File: src/rtl/alu_multicycle.sv
// alu_multicycle: handshaked ALU with registered result and {N,Z,C,V} flags.
// Single-cycle ops (logic, add, subtract, pass-through) complete on the edge
// that accepts them. An optional unsigned shift-add multiply iterates one bit
// of B per cycle for WIDTH cycles.
//
// Build option: define ALU_MULTICYCLE_MUL_EN to build the multiplier
// (opcode 0, cmd 1001). Without it there is no BUSY state and cmd 1001
// behaves like any other undefined cmd.
//
// Ports:
//   clk        rising-edge clock
//   rst        synchronous active-high reset
//   in_valid   request present           in_ready   request accepted this cycle
//   a, b       operands (WIDTH)          opcode     operation class (2)
//   cmd        operation in class (4)
//   out_valid  result/flags valid        out_ready  consumer takes result
//   result     registered result         flags      registered {N,Z,C,V}
module alu_multicycle #(
   parameter int WIDTH = 32
) (
   input  logic             clk,
   input  logic             rst,
   input  logic             in_valid,
   output logic             in_ready,
   input  logic [WIDTH-1:0] a,
   input  logic [WIDTH-1:0] b,
   input  logic [1:0]       opcode,
   input  logic [3:0]       cmd,
   output logic             out_valid,
   input  logic             out_ready,
   output logic [WIDTH-1:0] result,
   output logic [3:0]       flags
);

`ifdef ALU_MULTICYCLE_MUL_EN
   typedef enum logic [1:0] {IDLE = 2'd0, BUSY = 2'd1, HOLD = 2'd2} state_t;
`else
   typedef enum logic [1:0] {IDLE = 2'd0, HOLD = 2'd2} state_t;
`endif

   state_t state;
   logic   accept;

   // Evaluates every single-cycle operation; returns {N,Z,C,V,result}.
   function automatic logic [WIDTH+3:0] alu_eval(
      input logic [WIDTH-1:0] x,
      input logic [WIDTH-1:0] y,
      input logic [1:0]       op,
      input logic [3:0]       c
   );
      logic [WIDTH:0]   sum;
      logic [WIDTH:0]   dab;
      logic [WIDTH:0]   dba;
      logic [WIDTH-1:0] r;
      logic             cf;
      logic             vf;
      sum = {1'b0, x} + {1'b0, y};
      // The extra top bit of a zero-extended difference is the borrow,
      // i.e. minuend < subtrahend unsigned.
      dab = {1'b0, x} - {1'b0, y};
      dba = {1'b0, y} - {1'b0, x};
      r   = '0;
      cf  = 1'b0;
      vf  = 1'b0;
      case (op)
         2'd0: begin
            case (c)
               4'b0000: r = x & y;
               4'b0001: r = x ^ y;
               4'b0010, 4'b1010: begin
                  r  = dab[WIDTH-1:0];
                  cf = dab[WIDTH];
                  vf = (x[WIDTH-1] != y[WIDTH-1]) && (r[WIDTH-1] != x[WIDTH-1]);
               end
               4'b0011: begin
                  r  = dba[WIDTH-1:0];
                  cf = dba[WIDTH];
                  vf = (y[WIDTH-1] != x[WIDTH-1]) && (r[WIDTH-1] != y[WIDTH-1]);
               end
               4'b0100: begin
                  r  = sum[WIDTH-1:0];
                  cf = sum[WIDTH];
                  vf = (x[WIDTH-1] == y[WIDTH-1]) && (r[WIDTH-1] != x[WIDTH-1]);
               end
               4'b1100: r = x | y;
               default: r = '0;
            endcase
         end
         2'd1:    r = c[3] ? sum[WIDTH-1:0] : x;
         2'd2:    r = sum[WIDTH-1:0];
         default: r = '0;
      endcase
      return {r[WIDTH-1], (r == '0), cf, vf, r};
   endfunction

   assign in_ready = (state == IDLE) || ((state == HOLD) && out_ready);
   assign accept   = in_valid && in_ready;

`ifdef ALU_MULTICYCLE_MUL_EN
   localparam int CNT_W = $clog2(WIDTH);
   localparam logic [CNT_W-1:0] LAST = CNT_W'(WIDTH - 1);

   logic               is_mul;
   logic [CNT_W-1:0]   cnt;
   logic [2*WIDTH-1:0] mcand;
   logic [WIDTH-1:0]   mplier;
   logic [2*WIDTH-1:0] acc;
   logic [2*WIDTH-1:0] acc_nxt;

   assign is_mul = (opcode == 2'd0) && (cmd == 4'b1001);

   // Partial-product accumulate for the current multiplier bit.
   always_comb begin
      acc_nxt = acc;
      if (mplier[0]) acc_nxt = acc + mcand;
   end
`endif

   always_ff @(posedge clk) begin
      if (rst) begin
         state     <= IDLE;
         out_valid <= 1'b0;
         result    <= '0;
         flags     <= 4'b0000;
`ifdef ALU_MULTICYCLE_MUL_EN
         cnt       <= '0;
         mcand     <= '0;
         mplier    <= '0;
         acc       <= '0;
`endif
      end else begin
         case (state)
            IDLE, HOLD: begin
`ifdef ALU_MULTICYCLE_MUL_EN
               if (accept && is_mul) begin
                  state     <= BUSY;
                  out_valid <= 1'b0;
                  mcand     <= {{WIDTH{1'b0}}, a};
                  mplier    <= b;
                  acc       <= '0;
                  cnt       <= '0;
               end else
`endif
               if (accept) begin
                  state            <= HOLD;
                  out_valid        <= 1'b1;
                  {flags, result}  <= alu_eval(a, b, opcode, cmd);
               end else if ((state == HOLD) && out_ready) begin
                  state     <= IDLE;
                  out_valid <= 1'b0;
               end
            end
`ifdef ALU_MULTICYCLE_MUL_EN
            BUSY: begin
               acc    <= acc_nxt;
               mcand  <= mcand << 1;
               mplier <= mplier >> 1;
               cnt    <= cnt + 1'b1;
               // Last bit of B: publish the finished product directly.
               if (cnt == LAST) begin
                  state     <= HOLD;
                  out_valid <= 1'b1;
                  result    <= acc_nxt[WIDTH-1:0];
                  flags     <= {acc_nxt[WIDTH-1], (acc_nxt[WIDTH-1:0] == '0),
                                (|acc_nxt[2*WIDTH-1:WIDTH]), 1'b0};
               end
            end
`endif
            default: begin
               state     <= IDLE;
               out_valid <= 1'b0;
            end
         endcase
      end
   end

endmodule
File: config.mk
export PLATFORM = sky130hd
export DESIGN_NAME = alu_multicycle
export DESIGN_NICKNAME = d
export VERILOG_FILES = /design/src/rtl/alu_multicycle.sv
export SDC_FILE = /design/constraint.sdc
export NUM_CORES = 1
export LEC_CHECK = 0
export CAP_MARGIN = 10
export CORE_ASPECT_RATIO = 1.4
export CORE_UTILIZATION = 63
export CTS_CLUSTER_SIZE = 24
export DETAILED_ROUTE_END_ITERATION = 8
export PLACE_DENSITY = 0.92
export SKIP_CTS_REPAIR_TIMING = 1
export SLEW_MARGIN = 10
export SYNTH_ARGS = -nofsm -noshare
export SYNTH_HDL_FRONTEND = slang
export SYNTH_SLANG_ARGS = --single-unit
File: constraint.sdc
create_clock -name clk -period 5.7 [get_ports clk]
set_input_delay 0.855 -clock clk [delete_from_list [all_inputs] [get_ports clk]]
set_output_delay 0.855 -clock clk [all_outputs]
set_load 0.005 [all_outputs]
; ---- After elaboration in Yosys (flattened, before gate mapping)
; Cells that the tools add are included.
[totals]
word_cells = 54
in_bits = 74
ff_bits = 38
[op_classes]
eq_ne = 14
add_sub_neg = 3
muxes = 14
bitwise_logic = 4
n_reduce_logical = 15
[op_table]
columns = cell, n
row1 = case mux 32 bit (6 select lines), 1
row2 = 2-to-1 mux 32 bit, 4
row3 = case mux 32 bit (3 select lines), 1
row4 = subtractor 32 x 32 -> 33 bit, 2
row5 = adder 32 x 32 -> 33 bit, 1
row6 = bitwise AND 32 bit, 1
row7 = zero test 32 bit, 1
row8 = bitwise OR 32 bit, 1
row9 = bitwise XOR 32 bit, 1
row10 = equality test 4 x 2 -> 1 bit (second input constant), 2
row11 = equality test 4 bit (second input constant), 2
row12 = case mux 1 bit (3 select lines), 2
row13 = OR reduction 2 bit, 3
row14 = logical AND 1 bit, 5
row15 = inequality test 1 bit, 5
row16 = equality test 4 x 1 -> 1 bit (second input constant), 1
row17 = equality test 4 x 3 -> 1 bit (second input constant), 1
row18 = zero test 2 bit, 2
row19 = zero test 4 bit, 1
row20 = 2-to-1 mux 1 bit, 4
row21 = 2-to-1 mux 2 bit, 2
row22 = equality test 2 x 1 -> 1 bit (second input constant), 1
row23 = equality test 2 bit (second input constant), 1
row24 = AND reduction 2 bit, 1
row25 = 4 further kinds, 4

; ---- Logic depth before layout (Yosys ltp)
[logic_depth]
word_depth = 8
mapped_depth = 16
depth_no_buf = 15

; ---- Worst setup path before layout
; Ideal clock, no wire load.
[synth_path]
kind = input-to-reg
from = in a[0]
to = reg flags[2]
slack_ns = 1.693
stages = 15
required_time_ns = 5.639
setup_time_ns = 0.061
arrival_ns = 3.947
path_buffers = 0
cell_sequence = inv_1 -> ha_1 -> fa_1 -> nor2_1 -> o311ai_2 -> a21oi_1 -> o31ai_1 -> a21o_1 -> o211ai_1 -> a211oi_1 -> xnor2_1 -> o221ai_1 -> or4b_1 -> nor4_1 -> a32o_1
[synth_between]
elab_chain_cells = 7
[synth_lines]
columns = element, line_no
row1 = start: declaration, 25  ; input logic [WIDTH-1:0] a,
row2 = adder 32 x 32 -> 33 bit (tied with other cells), 57  ; sum = {1'b0, x} + {1'b0, y};
row3 = case mux 32 bit (6 select lines) or 2-to-1 mux 32 bit (tied branches), "67, 89"
row4 = case mux 32 bit (3 select lines) *, 65  ; case (op)
row5 = 2-to-1 mux 32 bit *, 144  ; if (accept) begin
row6 = 2-to-1 mux 32 bit *, 132  ; case (state)
row7 = 2-to-1 mux 32 bit *, 120  ; if (rst) begin
row8 = zero test 32 bit *, 93  ; return {r[WIDTH-1], (r == '0), cf, vf, r};
row9 = end signal: assignment, 147  ; {flags, result} <= alu_eval(a, b, opcode, cmd);
row10 = end: declaration, 32  ; output logic [3:0] flags
; Every way passes the cells marked *; elsewhere a longest branch is shown, timed or not. The select of a mux whose other input is x is not followed.
; A chain may end at the register's enable or synchronous reset.

; ---- Worst setup path after layout
[layout_path]
from = in a[15]
to = reg flags[2]
; The elaborated chain is that of the path after synthesis.

==> metrics.cfg <==
[clock_network]
cts_buffers = 5
cts_root_buffer = clkbuf_16
clk_latency_ns = 0.29
path_clk_slew_ns = 0.06
tritoncts = built
clock-sinks = 36
cts_buffer_depth = 2
htreeDepth = 2

[sta]
hold_ws_ns = 0.471
clock.fmax_mhz = 190
fin_crit_sh_pct = 92.5
rsz0062_at_grt = false
slew_violations = 0
tightest_slew_ns = 1.07
fin_ws_ns = 0.429
hold_viol_final = 0
max_slew_margin_pct = 27.8
fin_crit_ns = 5.27
tns_ns = 0
skew_ns = 0.00519
setup-violations-final = 0

[floorplan]
die_w_microns = 104
die_area_sq_um = 15100
core.rowCount = 51
initial_core_util_pct = 65.3
core_area_sq_um = 14100
io_pins = 112
die_h_microns = 145

[global_routing]
overflow = 0
grt_pass1_wl_microns = 63800
grt_usage_pct = 54.0
antenna_found_initial = 3
grt_max_degree = 55
grt_pass1_vias = 11500

[critical_path]
setup.worst_path.end_class = flop
worst_setup_path_start_kind = input port
r2r-start = out_valid$_SDFFE_PP0P_
timing_worst_setup_path_type = in -> reg
critPathArrivalTime_ns = 5.49
startpoint = a[15]
r2r_cells = 11
worstPathMaxFanout = 9
cp.required_ns = 5.92

[synthesis]
seq_area_frac_synth_pct = 7.82
synthTopCellsByArea = ha_1 18%, a21oi_1 8.1%, dfxtp_1 7.8%
synth_cell_types = 86
synth_fp_nets = 1562
synth_top_cell_area_share_pct = 18.3
synth.cell_area_sq_um = 9220
yosysMostFrequentCell = a21oi_1
synth_edf_count = 0
synthTopCellsByCount = 150 x a21oi_1, 148 x nor2_1, 135 x ha_1
synth.avg_cell_area_sq_um = 6.83
ys_ff_latch = 36
syn_inst = 1350
synthFlopType = dfxtp_1
yosysWarnings = 0
synthArstFlopShare_pct = 0
yosysTopAreaCell = ha_1

[route]
vias = 12200
drt_iter0_markers = 1801
drt_first_pass_iters = 8
antenna_left = 0
avgRoutedWirePerCell_microns = 25.7
vias_per_cell = 7.45
drc = 0
routed_wl_microns = 42000

[power_and_ir_drop]
ir_worst_vdd_mv = 0.130
power_w = 0.00168
power.density_nw_per_um2 = 155
p_leak_nw = 4.50

[final_layout]
syn_to_final_growth_pct = 17.7
fill_cells = 1133
multiInputGateArea_sq_um = 7770
nNetsFinal = 1658
seqCellArea_sq_um = 721
drive_gt1_share_pct = 7.12

[placement]
dp_slack_ns = 0.428
dp_hpwl_microns = 31800
io_buffers = 111
place_congestion = 1.16

[flow_run]
maxCapViolCount = 0

[min_path]
hold_start = flags[0]$_SDFFE_PP0P_
min_path_type = reg -> reg
worstHoldPathCells = 2

[run_status]
status = completed

stage by stage:
stage | instance area, sq um | util [%] | instances
floorplan | 9220 | - | 1350
global placement | 10700 | 75.8 | 1624
CTS | 10800 | 76.9 | 1632
detailed placement | 10700 | 75.8 | 1624
global route | 10800 | 76.9 | 1632
finish | 10800 | 76.9 | 1634
cells by family (layout without fill, tap and decap cells):
family,count (synthesis),after routing,synth area share [%]
adder cells (fa/ha/maj),138,138,19.0
AND/OR/NAND/NOR,432,432,22.6
multiplexers,7,7,0.760
flip-flops,36,36,7.82
other,0,2,0
buffers and inverters,186,283,8.08
AO/OA/AOI/OAI,511,511,38.0
XOR/XNOR,40,40,3.80
report_power, final:
group	switching, W	leakage (nW)	internal [W]	total, W
logic	0.000698	4.13	0.000414	0.00111
registers	0.0000139	0.297	0.000272	0.000286
clock network	0.000116	0.0736	0.000161	0.000278
total	0.000828	4.50	0.000848	0.00168
final cells by class:
class,count,area share [%]
Clock buffer,5,1.15
Antenna cell,2,0.0462
Timing Repair Buffer,170,14.6
Clock inverter,3,0.173
Inverter,105,3.66
Multi-Input combinational cell,1128,71.6
Tap cell,185,2.13
Sequential cell,36,6.65
worst max-delay path, stage by stage:
cell and delay (ns):
clkdlybuf4s50_1 0.64, inv_1 0.13, ha_1 0.44, nor4_1 0.88, o31ai_1 0.40, o211ai_1 0.48
a211oi_1 0.16, a2111oi_0 0.43, nor3b_1 0.11, a221oi_1 0.37, o211ai_1 0.15, nor4_1 0.25
a32o_1 0.20
sequential cells by signal, indices dropped and copies added (netlist names):
signal and count:
flags 3, result 32, out_valid 1
final timing paths:
check / slack, ns / end
hold reg to reg: 0.47 / flags[0]$_SDFFE_PP0P_
setup / recovery: 0.43 / flags[2]$_SDFFE_PP0P_
hold / removal: 0.47 / flags[0]$_SDFFE_PP0P_
setup reg to reg: 2.57 / flags[2]$_SDFFE_PP0P_
cells in the final DEF (no fill, tap or decap), types with 36 or more instances in the layout:
cell               n
dfxtp_1           36
ha_1             135
o21ai_0           64
o31ai_1           36
nor3_1            49
nand2_1           92
inv_1             96
clkdlybuf4s50_1  111
a21oi_1          150
a211oi_1          43
xnor2_1           39
buf_4             57
nor2_1           148
routing by layer:
| layer | GRT usage (%) | vias up | share of wire (%) |
|---|---|---|---|
| met2 | 83.8 | 1137 | 43 |
| met1 | 57.3 | 5422 | 32 |
| met4 | 50.1 | 2 | 11 |
| met3 | 17.8 | 409 | 14 |
| li1 | - | 5200 | - |
| met5 | 0 | - | 0.031 |
Power figures use the tool's default switching activity.
